`src/rtl/mod107_digit_mult_seq_if.sv`:
```
// Operand/result handshake bundle for the digit-serial modular multiplier.
// master = operand source and result consumer, slave = multiplier.
interface mod107_digit_mult_seq_if #(
    parameter int W = 7
);
    logic         in_valid;
    logic         in_ready;
    logic [W-1:0] in_a;
    logic [W-1:0] in_b;
    logic         out_valid;
    logic         out_ready;
    logic [W-1:0] out_result;

    modport master (
        output in_valid, in_a, in_b, out_ready,
        input  in_ready, out_valid, out_result
    );

    modport slave (
        input  in_valid, in_a, in_b, out_ready,
        output in_ready, out_valid, out_result
    );
endinterface

```
`src/rtl/mod107_digit_mult_seq.sv`:
```
// Sequential (a*b) mod MOD: nine 3x3 digit products, one per cycle,
// through a single weighted, pre-reducing multiplier slot.
module mod107_digit_mult_seq #(
    parameter int MOD = 107
) (
    input  logic                    clk,
    input  logic                    rst_n,
    mod107_digit_mult_seq_if.slave  bus,
    output logic                    busy
);
    localparam int W     = $clog2(MOD);
    localparam int NPAIR = 9;
    localparam int PW    = 13;

    localparam logic [1:0] S_IDLE = 2'd0;
    localparam logic [1:0] S_RUN  = 2'd1;
    localparam logic [1:0] S_DONE = 2'd2;

    // 2^(3k) mod MOD, folded at elaboration time
    function automatic logic [W-1:0] pow8(input int k);
        int r;
        r = 1;
        for (int n = 0; n < k; n++) r = (r * 8) % MOD;
        return W'(r);
    endfunction

    localparam logic [W-1:0] WT0 = pow8(0);
    localparam logic [W-1:0] WT1 = pow8(1);
    localparam logic [W-1:0] WT2 = pow8(2);
    localparam logic [W-1:0] WT3 = pow8(3);
    localparam logic [W-1:0] WT4 = pow8(4);

    logic [1:0]   state_q, state_d;
    logic [W-1:0] a_q, b_q;
    logic [W-1:0] acc_q, acc_d;
    logic [W-1:0] res_q;
    logic [3:0]   step_q;

    logic [1:0]   di, dj;
    logic [2:0]   dk;
    logic [8:0]   a9, b9;
    logic [2:0]   a_dig, b_dig;
    logic [W-1:0] wt;
    logic [PW-1:0] prod;
    logic [W-1:0] term;
    logic [W:0]   sum;

    // step -> (i, j) digit indices, row-major over A digits
    always_comb begin
        di = 2'd0;
        dj = 2'd0;
        case (step_q)
            4'd0: begin di = 2'd0; dj = 2'd0; end
            4'd1: begin di = 2'd0; dj = 2'd1; end
            4'd2: begin di = 2'd0; dj = 2'd2; end
            4'd3: begin di = 2'd1; dj = 2'd0; end
            4'd4: begin di = 2'd1; dj = 2'd1; end
            4'd5: begin di = 2'd1; dj = 2'd2; end
            4'd6: begin di = 2'd2; dj = 2'd0; end
            4'd7: begin di = 2'd2; dj = 2'd1; end
            4'd8: begin di = 2'd2; dj = 2'd2; end
            default: begin di = 2'd0; dj = 2'd0; end
        endcase
    end

    // digit select, weight lookup and the shared reducing multiplier slot
    always_comb begin
        a9 = {2'b00, a_q};
        b9 = {2'b00, b_q};
        case (di)
            2'd0:    a_dig = a9[2:0];
            2'd1:    a_dig = a9[5:3];
            default: a_dig = a9[8:6];
        endcase
        case (dj)
            2'd0:    b_dig = b9[2:0];
            2'd1:    b_dig = b9[5:3];
            default: b_dig = b9[8:6];
        endcase
        dk = {1'b0, di} + {1'b0, dj};
        case (dk)
            3'd0:    wt = WT0;
            3'd1:    wt = WT1;
            3'd2:    wt = WT2;
            3'd3:    wt = WT3;
            default: wt = WT4;
        endcase
        prod = PW'(a_dig) * PW'(b_dig) * PW'(wt);
        term = W'(prod % PW'(MOD));
        sum  = {1'b0, acc_q} + {1'b0, term};
        if (sum >= (W+1)'(MOD)) acc_d = W'(sum - (W+1)'(MOD));
        else                    acc_d = W'(sum);
    end

    // control: accept, nine fixed RUN cycles, hold result until taken
    always_comb begin
        state_d = state_q;
        unique case (state_q)
            S_IDLE: if (bus.in_valid) state_d = S_RUN;
            S_RUN:  if (step_q == 4'(NPAIR - 1)) state_d = S_DONE;
            S_DONE: if (bus.out_ready) state_d = S_IDLE;
            default: state_d = S_IDLE;
        endcase
    end

    // state, operand capture, accumulation and result latch
    always_ff @(posedge clk or negedge rst_n) begin
        if (!rst_n) begin
            state_q <= S_IDLE;
            a_q     <= '0;
            b_q     <= '0;
            acc_q   <= '0;
            res_q   <= '0;
            step_q  <= '0;
        end else begin
            state_q <= state_d;
            case (state_q)
                S_IDLE: begin
                    if (bus.in_valid) begin
                        a_q    <= bus.in_a;
                        b_q    <= bus.in_b;
                        acc_q  <= '0;
                        step_q <= '0;
                    end
                end
                S_RUN: begin
                    acc_q <= acc_d;
                    if (step_q == 4'(NPAIR - 1)) begin
                        res_q  <= acc_d;
                        step_q <= '0;
                    end else begin
                        step_q <= step_q + 4'd1;
                    end
                end
                default: ;
            endcase
        end
    end

    assign bus.in_ready   = (state_q == S_IDLE);
    assign bus.out_valid  = (state_q == S_DONE);
    assign bus.out_result = res_q;
    assign busy           = (state_q != S_IDLE);
endmodule
```
`src/flat_wrapper.sv`:
```
// flat-port wrapper written by rule: the top's interface ports become plain ports
module mod107_digit_mult_seq_flat 
#(
    parameter int MOD = 107
)
  (clk, rst_n, busy, bus_in_valid, bus_in_a, bus_in_b, bus_out_ready, bus_in_ready, bus_out_valid, bus_out_result);
  mod107_digit_mult_seq_if bus_i ();
  input  logic clk;
  input  logic rst_n;
  output logic busy;
  input wire logic [$bits(bus_i.in_valid)-1:0] bus_in_valid;
  input wire logic [$bits(bus_i.in_a)-1:0] bus_in_a;
  input wire logic [$bits(bus_i.in_b)-1:0] bus_in_b;
  input wire logic [$bits(bus_i.out_ready)-1:0] bus_out_ready;
  output wire logic [$bits(bus_i.in_ready)-1:0] bus_in_ready;
  output wire logic [$bits(bus_i.out_valid)-1:0] bus_out_valid;
  output wire logic [$bits(bus_i.out_result)-1:0] bus_out_result;
  assign bus_i.in_valid = bus_in_valid;
  assign bus_i.in_a = bus_in_a;
  assign bus_i.in_b = bus_in_b;
  assign bus_i.out_ready = bus_out_ready;
  assign bus_in_ready = bus_i.in_ready;
  assign bus_out_valid = bus_i.out_valid;
  assign bus_out_result = bus_i.out_result;
  mod107_digit_mult_seq #(.MOD(MOD)) u_core (.clk(clk), .rst_n(rst_n), .bus(bus_i), .busy(busy));
endmodule
```
`config.mk`:
```
export PLATFORM = sky130hd
export DESIGN_NAME = mod107_digit_mult_seq_flat
export DESIGN_NICKNAME = d
export VERILOG_FILES = /design/src/rtl/mod107_digit_mult_seq_if.sv /design/src/rtl/mod107_digit_mult_seq.sv /design/src/flat_wrapper.sv
export SDC_FILE = /design/constraint.sdc
export NUM_CORES = 1
export LEC_CHECK = 0
export ABC_AREA = 1
export CAP_MARGIN = 10
export CORE_ASPECT_RATIO = 0.5
export CORE_MARGIN = 2
export CORE_UTILIZATION = 40
export DETAILED_ROUTE_END_ITERATION = 12
export SLEW_MARGIN = 15
export SYNTH_ARGS = -nofsm -noshare
export SYNTH_HDL_FRONTEND = slang
export SYNTH_SLANG_ARGS = --single-unit
```
`constraint.sdc`:
```
create_clock -name clk -period 20.6 [get_ports clk]
set_input_delay 4.12 -clock clk [delete_from_list [all_inputs] [get_ports clk]]
set_output_delay 4.12 -clock clk [all_outputs]
set_load 0.01 [all_outputs]
```
---- Word level (Yosys, flattened, before mapping) ----
Memories as Yosys holds them, arrays and structs flattened.
Cells that the tools add are included.
cells by class
  add/subtract/negate cells ............... 4
  $mul .................................... 2
  div/mod/pow operators ................... 1
  order comparisons ....................... 1
  eq/ne operators ......................... 11
  muxes and demuxes ....................... 13
  reduce and logical (&&, ||, !) cells .... 10
operators by type and width
  kind                                                                                  number
  7-bit one-hot mux with 4 select lines                                                 1
  7-bit 2-to-1 mux                                                                      2
  7-bit one-hot mux with 2 select lines                                                 1
  13-bit by 7-bit modulo with 13-bit output (second input constant)                     1
  6-bit by 7-bit multiplier with 13-bit output                                          1
  3-bit one-hot mux with 2 select lines                                                 2
  7-bit by 7-bit adder with 8-bit output                                                1
  8-bit by 7-bit greater-or-equal comparator with 1-bit output (second input constant)  1
  4-bit 2-to-1 mux                                                                      2
  4-bit one-hot mux with 2 select lines                                                 1
  7-bit subtractor (second input constant)                                              1
  2-bit by 1-bit == test with 1-bit output (second input constant)                      3
  3-bit by 2-bit == test with 1-bit output (second input constant)                      2
  2-bit zero test                                                                       3
  3-bit by 3-bit multiplier with 6-bit output                                           1
  2-bit 2-to-1 mux                                                                      3
  2-bit one-hot mux with 3 select lines                                                 1
  2-bit AND reduction                                                                   3
  4-bit by 1-bit adder with 4-bit output (second input constant)                        1
  4-bit == test (second input constant)                                                 1
  2-bit != test (second input constant)                                                 2
  2-bit nonzero test                                                                    2
  2-bit by 2-bit adder with 3-bit output                                                1
  3-bit by 1-bit == test with 1-bit output (second input constant)                      1
  4 further kinds                                                                       4
word-level totals
  bits in registers ....................... 34
  ROM bits ................................ 64
  output and inout port bits .............. 10
  word-level logic and storage cells ...... 49
  memories ................................ 1
memories
  name             depth  width  read ports  clocked after memory_dff  wr ports  line                         text
  (no name shown)  16     4      1           0                         0         mod107_digit_mult_seq.sv:52  case (step_q)

---- Depth between registers and ports, before layout ----
Gate-level depths: netlist (run 1).
An unclocked memory read counts as a cell.
  depth after elaboration ................. 10
  depth in mapped cells ................... 98
  depth with buffers taken out ............ 98

---- Least setup slack after synthesis (run 1) ----
No wires, ideal clock.
  path kind ............................... register -> register
  from .................................... register u_core.step_q[0]
  to ...................................... register u_core.acc_q[3]
  library setup time ...................... 83 ps
  arrival ................................. 11,602 ps
  data required time ...................... 20,517 ps
  slack ................................... 8,915 ps
  stages on the path, launching flop included .. 85
  clock period less this slack ............ 11,685 ps
  path through ............................ dfrtp_1 > inv_1 > ha_1 > nand2_1 > inv_1 > nor3_1 > inv_1 > nor2_1 > inv_1 > o22ai_1 > nand2_1 > fa_1 > inv_1 > ha_1 > fa_1 > xnor2_1 > nor2_1 > fa_1 > (+49 left out) > inv_2 > nand2_4 > nand2_1 > nand2_1 > ha_1 > inv_1 > fa_1 > o21ai_0 > xor2_1 > o21ai_0 > nand2_1 > or2_2 > nand2_1 > inv_1 > nor2_1 > xor2_1 > inv_1 > o21ai_0
between the ends
  cells in the longest elaborated chain, start to end .. 10
RTL lines
  what                                                                                                         line                                                      text
  start, declared                                                                                              mod107_digit_mult_seq.sv:37                               logic [3:0] step_q;
  start signal, assigned                                                                                       mod107_digit_mult_seq.sv:132                              step_q <= step_q + 4'd1;
  memory 16 x 4 bit *                                                                                          --
  2-bit by 1-bit == test with 1-bit output, or another cell as far along                                       mod107_digit_mult_seq.sv:70                               case (di)
  3-bit one-hot mux with 2 select lines, or another cell as far along                                          mod107_digit_mult_seq.sv:70
  3-bit by 3-bit multiplier with 6-bit output / 7-bit one-hot mux with 4 select lines (equally long branches)  mod107_digit_mult_seq.sv:88, mod107_digit_mult_seq.sv:81
  6-bit by 7-bit multiplier with 13-bit output *                                                               mod107_digit_mult_seq.sv:88                               prod = PW'(a_dig) * PW'(b_dig) * PW'(wt);
  13-bit by 7-bit modulo with 13-bit output *                                                                  mod107_digit_mult_seq.sv:89                               term = W'(prod % PW'(MOD));
  7-bit by 7-bit adder with 8-bit output *                                                                     mod107_digit_mult_seq.sv:90                               sum = {1'b0, acc_q} + {1'b0, term};
  7-bit subtractor / 8-bit by 7-bit greater-or-equal comparator with 1-bit output (equally long branches)      mod107_digit_mult_seq.sv:91                               if (sum >= (W+1)'(MOD)) acc_d = W'(sum - (W+1)'(MOD));
  7-bit 2-to-1 mux *                                                                                           mod107_digit_mult_seq.sv:91
  7-bit one-hot mux with 2 select lines *                                                                      mod107_digit_mult_seq.sv:117                              case (state_q)
  end signal, assigned                                                                                         mod107_digit_mult_seq.sv:112                              acc_q <= '0;
  end signal, assigned                                                                                         mod107_digit_mult_seq.sv:122                              acc_q <= '0;
  end signal, assigned                                                                                         mod107_digit_mult_seq.sv:127                              acc_q <= acc_d;
  end, declared                                                                                                mod107_digit_mult_seq.sv:35                               logic [W-1:0] acc_q, acc_d;
Every way passes the cells marked *; elsewhere a longest branch is shown, timed or not.
A chain may end at the register's enable or synchronous reset.

---- Final worst setup path (run 1) ----
  from .................................... register u_core.step_q[0]
  to ...................................... register u_core.res_q[3], in the netlist u_core.bus.out_result[3]
between the ends
  cells in the longest elaborated chain, start to end .. 9
RTL lines
  what                                                                                                         line                                                      text
  memory 16 x 4 bit                                                                                            --
  2-bit by 1-bit == test with 1-bit output, or another cell as far along                                       mod107_digit_mult_seq.sv:70
  3-bit one-hot mux with 2 select lines, or another cell as far along                                          mod107_digit_mult_seq.sv:70
  3-bit by 3-bit multiplier with 6-bit output / 7-bit one-hot mux with 4 select lines (equally long branches)  mod107_digit_mult_seq.sv:88, mod107_digit_mult_seq.sv:81
  6-bit by 7-bit multiplier with 13-bit output                                                                 mod107_digit_mult_seq.sv:88
  13-bit by 7-bit modulo with 13-bit output                                                                    mod107_digit_mult_seq.sv:89
  7-bit by 7-bit adder with 8-bit output                                                                       mod107_digit_mult_seq.sv:90
  7-bit subtractor / 8-bit by 7-bit greater-or-equal comparator with 1-bit output (equally long branches)      mod107_digit_mult_seq.sv:91
  7-bit 2-to-1 mux                                                                                             mod107_digit_mult_seq.sv:91
  end signal, assigned                                                                                         mod107_digit_mult_seq.sv:113                              res_q <= '0;
  end signal, assigned                                                                                         mod107_digit_mult_seq.sv:129                              res_q <= acc_d;
  end, declared                                                                                                mod107_digit_mult_seq.sv:36                               logic [W-1:0] res_q;
Several ways; a longest one is shown, not always the timed one.

==> summary.md, run 1 <==
| Metric | Value |
|---|---|
| Total congestion overflow | `0` |
| Kind of start point of the critical path | `register` |
| Period utilization | `63.70%` |
| Width of the die | `164.4 um` |
| Total number of cells along the worst setup path | `84` |
| Cell with the largest stage delay on the worst path | `sky130_fd_sc_hd__fa_1` |
| Fraction of the core area covered by cells at the end of the flow | `45.85%` |
| Clock slew at reported path FFs | `0.05 ns` |
| Total count of max-transition violations in the final report | `0` |
| Via-per-instance ratio | `4.753` |
| Chip height | `84.20 um` |
| Number of inserted diodes | `0` |
| Area used by multi-input combinational logic | `3712 um2` |
| Area fraction in and, or, nand and nor cells after synthesis | `39.71%` |
| Port Buffers | `27` |
| Bufs on Longest Clock Path | `2` |
| Pin count of the biggest net entering global routing | `35` |
| Hold Path Origin | `u_core.bus.out_result[6]` |
| FF+latch area | `850.8 um2` |
| Quantity of gates resized following cts | `0` |
| Critical Path AT | `13.31 ns` |
| Cell types occupying the most area after synthesis | `sky130_fd_sc_hd__nand2_1, sky130_fd_sc_hd__dfrtp_1, sky130_fd_sc_hd__ha_1, sky130_fd_sc_hd__inv_1, sky130_fd_sc_hd__fa_1` |
| Synthesized netlist cell count | `between 700 and 800` |
| Detail Route Antenna Nets | `0` |
| DP HPWL | `9600 um` |
| Final routed wire length divided by cell count | `around 11 um` |
| Top cell type by total area after synthesis | `sky130_fd_sc_hd__nand2_1` |
| Via count of the first global-routing pass | `4675` |
| Yosys warnings | `0` |
| Highest fanout seen on the critical path | `9` |
| First DRT Iteration DRCs | `168` |
| Max-cap violations | `0` |
| Wire length of the first global-routing pass | `20680 um` |
| Core Area | `between 10000 and 15000 um2` |
| Aggregate negative setup slack | `0 ns` |
| Most numerous cell in the Yosys netlist | `sky130_fd_sc_hd__nand2_1` |
| Largest stage delay, worst path | `0.54 ns` |
| CTS sink cnt | `34` |
| Cell repeated most along the worst path | `sky130_fd_sc_hd__nand2_1` |
| Number of antenna violations at the first check in global routing | `0` |
| Total number of nets in the final design | `913` |
| DRC Markers | `0` |
| Capturing element of the worst setup path | `u_core.bus.out_result[3]` |
| RR Endpoint | `u_core.bus.out_result[3]` |
| CTS tree | `yes` |
| Count of fill cells added during filler insertion | `~1300` |
| Final weighted congestion of routability-driven global placement | `around 0.88` |
| # Post-CTS Setup Buffers | `0` |
| Status | `completed` |
| Insertion delay to the later sink of the worst-skew pair | `0.28 ns` |
| Async set-or-reset flop fraction in the synthesized netlist | `100.0%` |
| Number of rows in the core area | `29` |
| Cell class contributing the biggest share of worst-path delay | `simple AND/OR/NAND/NOR gates` |
| Post-synthesis net count | `882` |
| Buf/Inv on CP | `15` |
| Quantity of hold-fixing buffers added after cts | `0` |
| Fraction of post-synthesis cell area in the top cell type by area | `between 10% and 20%` |
| Post-synthesis share of cell area spent on full adders, half adders and majority gates | `between 10% and 20%` |
| Xor/xnor cell area share of the yosys netlist | `4.402%` |
| Number of failing setup endpoints in the final timing report | `0` |
| Post-Synthesis Mean Instance Area | `6.447 um2` |
| Hold/Removal Path Class | `reg2reg` |
| H-tree Lvls | `2` |
| Post-synthesis mux area share | `0%` |
| Number of distinct library cells after synthesis | `37` |
| RSZ-0062 raised after global routing | `false` |
| Post-layout minimum cycle time | `13.12 ns` |
| Number of flops mapped to enable cells by yosys | `0` |
| Critical Path Start | `u_core.step_q[0]` |
| Number of detailed-routing iterations run before antenna repair | `4` |
| Total wirelength of the detailed-routed design | `11380 um` |
| Length in cells of the worst reg-to-reg path | `84` |
| Area delta synth->final | `12.52%` |
| Category of the worst setup path capture point | `register` |
| Ports placed on the boundary | `28` |
| Worst-case clock skew | `0.003772 ns` |
| Fraction of the mapped netlist area in compound gates | `9.217%` |
| Global-route total usage across every layer | `17.63%` |
| Fraction of final layout cells sized beyond drive strength 1 | `a little under an eighth` |
| Post-route cell area | `~5800 um2` |
| Worst setup path class | `reg2reg` |
| Worst endpoint required time | `20.79 ns` |
| Sequential element share of the synthesized area | `~17%` |
| Number of failing hold endpoints at the final stage | `0` |
| Flip-flop cell with the highest count after synthesis | `sky130_fd_sc_hd__dfrtp_1` |
| Total vias in the final route | `approximately 4700` |
| Largest family of logic cells by synthesized area | `simple AND/OR/NAND/NOR gates` |
| Transition time at the pin with the least slew margin | `about 0.63 ns` |
| Total CTS buffers | `5` |
| R2r setup slk | `7.48 ns` |
| CTS Root Cell | `sky130_fd_sc_hd__clkbuf_16` |
| Relative slew slack | `57.77%` |
| Critical register-to-register path startpoint | `u_core.step_q[0]` |
| DP Area | `5620 um2` |
| Top cells by instance count after synthesis | `sky130_fd_sc_hd__nand2_1, sky130_fd_sc_hd__inv_1, sky130_fd_sc_hd__nor2_1` |
| Total standard cell area after synthesis | `5145 um2` |
| Fmax achieved | `0.07621 GHz` |
| Overall die area | `13840 um2` |
| Initial cell density of the core | `40.75%` |
| #FFs+latches synth | `34` |
==> flip-flops by register name, summed over array words and instances, names as in the netlist <==
register,cells
u_core.state_q,2
u_core.a_q,7
u_core.bus.out_result,7
u_core.acc_q,7
u_core.step_q,4
u_core.b_q,7
==> logic make-up after synthesis <==
group           count (synthesis)
compound gates                 83
xor+xnor                       25
fa+ha+maj                      66
buf+inv                       155
flops                          34
simple gates                  435
==> per-layer routing <==
| layer | wire length (um) | track usage [%] | part of all wire (%) | up-vias |
|---|---|---|---|---|
| met5 | 0 | 0 | 0 | - |
| met4 | 77 | 3.241 | 0.68 | 0 |
| met3 | 221 | 1.482 | 1.9 | 7 |
| met2 | 5106 | 30.43 | 45 | 54 |
| met1 | 5975 | 24.45 | 52 | 2131 |
| li1 | - | - | - | 2556 |
==> worst min-delay path: cells and delay by family, from the launching register on <==
kind	cells	cell delay, ns
AO/OA/AOI/OAI	1	0.06
flip-flops	1	0.33
AND/OR/NAND/NOR	1	0.05
==> how the worst min path moves through the flow <==
| stage | endpoint | slack [ns] | cells past startpoint |
|---|---|---|---|
| 6_report | u_core.bus.out_result[6] | 0.48 | 2 |
| 5_1_grt | u_core.bus.out_result[6] | 0.50 | 2 |
| 4_1_cts | u_core.bus.out_result[6] | 0.49 | 2 |
| 3_3_place_gp | u_core.bus.out_result[6] | 0.47 | 2 |
| 2_1_floorplan | u_core.b_q[0] | 0.44 | 2 |
| 3_5_place_dp | u_core.bus.out_result[6] | 0.47 | 2 |
==> layout by cell type (no fill, tap or decap), types with 4 or more instances in the layout <==
cell,n
sky130_fd_sc_hd__dfrtp_1,34
sky130_fd_sc_hd__xnor2_1,8
sky130_fd_sc_hd__o21ai_0,42
sky130_fd_sc_hd__nand4_1,10
sky130_fd_sc_hd__clkbuf_16,5
sky130_fd_sc_hd__inv_1,130
sky130_fd_sc_hd__nand2_1,229
sky130_fd_sc_hd__inv_2,19
sky130_fd_sc_hd__nand2_2,28
sky130_fd_sc_hd__nand2_4,13
sky130_fd_sc_hd__o22ai_1,8
sky130_fd_sc_hd__nand3_1,62
sky130_fd_sc_hd__nand3_2,6
sky130_fd_sc_hd__or2_2,6
sky130_fd_sc_hd__clkdlybuf4s50_1,27
sky130_fd_sc_hd__fa_1,19
sky130_fd_sc_hd__nor2_2,5
sky130_fd_sc_hd__a21oi_2,4
sky130_fd_sc_hd__nor2_1,66
sky130_fd_sc_hd__xor2_1,16
sky130_fd_sc_hd__a21oi_1,12
sky130_fd_sc_hd__o21ai_1,5
sky130_fd_sc_hd__ha_1,47
==> metrics by stage <==
step | std cells | setup WS, ns | hold WS (ns)
after floorplan | 798 | 8.915 | 0.4414
after global placement | 992 | 7.837 | 0.4682
after detailed placement | 992 | 7.522 | 0.4726
after CTS | 999 | 7.428 | 0.4864
after global routing | 999 | 6.020 | 0.5019
final | 999 | 7.478 | 0.4799
==> area by class of cell <==
cell class              instances  area share, %
inverters                     151          9.790
multi-input cells             609          64.12
well taps                     170          3.674
clock buffers                   6          2.399
flip-flops and latches         34          14.70
clock inverters                 1         0.5187
repair buffers                 28          4.798
Power of run 1 is left out: the tool's default activity adds up to more than one toggle a clock period on the data nets, which glitch-free logic cannot reach.
==> run 2, diff against run 1 <==
==> constraint.sdc (replaced) <==
create_clock -name clk -period 12.2 [get_ports clk]
set_input_delay 2.44 -clock clk [delete_from_list [all_inputs] [get_ports clk]]
set_output_delay 2.44 -clock clk [all_outputs]
set_load 0.01 [all_outputs]
==> run 2 against run 1 <==
Core utilization up 12 points. Hold slack better by 0.011 ns. Wire length up 15%.
==> summary.md, run 2 (synthesized netlist as in run 1, its figures left out) <==
| Metric | Value |
|---|---|
| Status | `completed` |
| Initial cell density of the core | `40.75% (unchanged)` |
| Wire length of the first global-routing pass | `20890 um (+1.0%)` |
| Total congestion overflow | `0 (unchanged)` |
| Leading cell type in the layout, fill and taps excluded | `sky130_fd_sc_hd__nand2_1` |
| Total wirelength of the detailed-routed design | `13150 um (+15%)` |
| Via-per-instance ratio | `4.835 (+1.7%)` |
| CTS sink cnt | `34 (unchanged)` |
| Bufs on Longest Clock Path | `2 (unchanged)` |
| Number of failing setup endpoints in the final timing report | `0 (unchanged)` |
| Category of the worst setup path capture point | `register` |
| Area delta synth->final | `41.27%` |
| Worst endpoint required time | `12.40 ns (-8.39 ns)` |
| Most frequent cells in the layout | `sky130_fd_sc_hd__nand2_1, sky130_fd_sc_hd__inv_1, sky130_fd_sc_hd__buf_4` |
| CTS tree | `yes` |
| Chip height | `84.20 um (unchanged)` |
| Transition time at the pin with the least slew margin | `0.6787 ns (+0.04765 ns)` |
| Core Area | `12630 um2 (unchanged)` |
| Detail Route Antenna Nets | `0 (unchanged)` |
| Count of fill cells added during filler insertion | `1148 (-14%)` |
| H-tree Lvls | `2 (unchanged)` |
| Number of inserted diodes | `0 (unchanged)` |
| Total count of max-transition violations in the final report | `0 (unchanged)` |
| Critical Path AT | `11.97 ns (-1.34 ns)` |
| Insertion delay to the later sink of the worst-skew pair | `0.28 ns (about the same)` |
| Kind of start point of the critical path | `register` |
| Number of rows in the core area | `29 (unchanged)` |
| Final weighted congestion of routability-driven global placement | `0.8603 (-1.9%)` |
| Number of antenna violations at the first check in global routing | `0 (unchanged)` |
| DRC Markers | `0 (unchanged)` |
| Filler-free cell count of the finished design | `1090 (+9.1%)` |
| Total number of nets in the final design | `1003 (+9.9%)` |
| Worst-case clock skew | `0.006667 ns (+0.002896 ns)` |
| Global-route total usage across every layer | `17.82% (+0.19 points)` |
| Hold/Removal Path Class | `reg2reg` |
| Highest fanout seen on the critical path | `6 (-3)` |
| Number of failing hold endpoints at the final stage | `0 (unchanged)` |
| RSZ-0062 raised after global routing | `true` |
| CTS Root Cell | `sky130_fd_sc_hd__clkbuf_16` |
| Area used by multi-input combinational logic | `4498 um2 (+21%)` |
| Largest stage delay, worst path | `0.57 ns (+0.03 ns)` |
| Port Buffers | `27 (unchanged)` |
| Total CTS buffers | `5 (unchanged)` |
| Fmax achieved | `0.08498 GHz (+12%)` |
| Cell repeated most along the worst path | `sky130_fd_sc_hd__nand2_4` |
| Relative slew slack | `54.75% (-3.0 points)` |
| Post-layout minimum cycle time | `11.77 ns (-1.355 ns)` |
| Total vias in the final route | `5270 (+11%)` |
| Clock slew at reported path FFs | `0.06 ns (about the same)` |
| Final routed wire length divided by cell count | `12.06 um (+5.9%)` |
| Via count of the first global-routing pass | `4802 (+2.7%)` |
| Fraction of final layout cells sized beyond drive strength 1 | `36.30% (+24 points)` |
| Pin count of the biggest net entering global routing | `35 (unchanged)` |
| First DRT Iteration DRCs | `137 (-18%)` |
| Overall die area | `13840 um2 (unchanged)` |
| Ports placed on the boundary | `28 (unchanged)` |
| Width of the die | `164.4 um (unchanged)` |
| Worst setup path class | `reg2reg` |
| DP HPWL | `9681 um (+0.84%)` |
| Period utilization | `96.45% (+33 points)` |
| FF+latch area | `850.8 um2 (unchanged)` |
| Max-cap violations | `0 (unchanged)` |
| Number of placed instances with taps included | `1032 (+4.0%)` |
| Cell with the largest stage delay on the worst path | `sky130_fd_sc_hd__fa_2` |
| Number of detailed-routing iterations run before antenna repair | `5 (+1)` |
run 2: cell count changes in the layout (fill, tap and decap cells not counted), moves of 12 or more:
cell                      delta
sky130_fd_sc_hd__ha_4       +12
sky130_fd_sc_hd__nand2_4    +23
sky130_fd_sc_hd__buf_4      +86
sky130_fd_sc_hd__nand3_1    -12
sky130_fd_sc_hd__inv_1      -17
sky130_fd_sc_hd__nand2_1    -60
sky130_fd_sc_hd__ha_1       -15
sky130_fd_sc_hd__o21ai_0    -17
sky130_fd_sc_hd__nand2_2    +37
run 2: critical path, delay by kind of cell, from the launching register on:
family	cells	cell delay, ns
fa+ha+maj	12	4.13
flops	1	0.41
buf+inv	18	1.46
simple gates	53	5.06
compound gates	4	0.48
xor+xnor	1	0.14
run 2: metrics by stage:
step | hold WS, ns | worst slack, ns | util, % | instance area, um2 | setup TNS [ns]
floorplan | 0.4414 | 0.5152 | - | 5145 | 0
global route | 0.5120 | -0.2840 | 57.56 | 7268 | -3.016
global placement | 0.4704 | -0.09540 | 46.89 | 5921 | -0.5159
CTS | 0.4925 | 0.002629 | 49.28 | 6222 | 0
finish | 0.4910 | 0.4328 | 57.56 | 7268 | 0
detailed placement | 0.4780 | -0.2982 | 46.89 | 5921 | -3.035
run 2: cell type report:
| cell class | count | area share, % |
|---|---|---|
| clock buffers | 6 | 1.911 |
| clock inverters | 2 | 0.1721 |
| inverters | 151 | 8.074 |
| multi-input cells | 609 | 61.89 |
| flip-flops and latches | 34 | 11.71 |
| well taps | 170 | 2.926 |
| repair buffers | 118 | 13.32 |
run 2: worst paths after layout:
kind	startpoint	to	slack, ns	cells past startpoint
worst max register to register	u_core.step_q[0]	u_core.bus.out_result[4]	0.43	88
worst min-delay path	u_core.bus.out_result[4]	u_core.bus.out_result[4]	0.49	2
worst min register to register	u_core.bus.out_result[4]	u_core.bus.out_result[4]	0.49	2
min in group asynchronous	rst_n	u_core.acc_q[6]	2.57	2
worst max-delay path	u_core.step_q[0]	u_core.bus.out_result[4]	0.43	88
max in group asynchronous	rst_n	u_core.a_q[5]	9.33	2
run 2: what timing repair did:
item / in CTS / in global routing
buffers inserted: 12 / 38
setup endpoints to repair: 12 / 14
hold buffers: 0 / 0
cloned: 0 / 0
resized for setup: 12 / 212
pin swaps: 7 / 104
run 2: metal layers:
| metal | vias up | share of wire [%] | global-route usage [%] |
|---|---|---|---|
| met2 | 83 | 49 | 30.35 |
| met1 | 2434 | 48 | 25.15 |
| li1 | 2739 | - | - |
| met4 | 0 | 1.1 | 3.083 |
| met3 | 14 | 2.1 | 1.433 |
| met5 | - | 0 | 0 |
Power of run 2 is left out for the same reason.
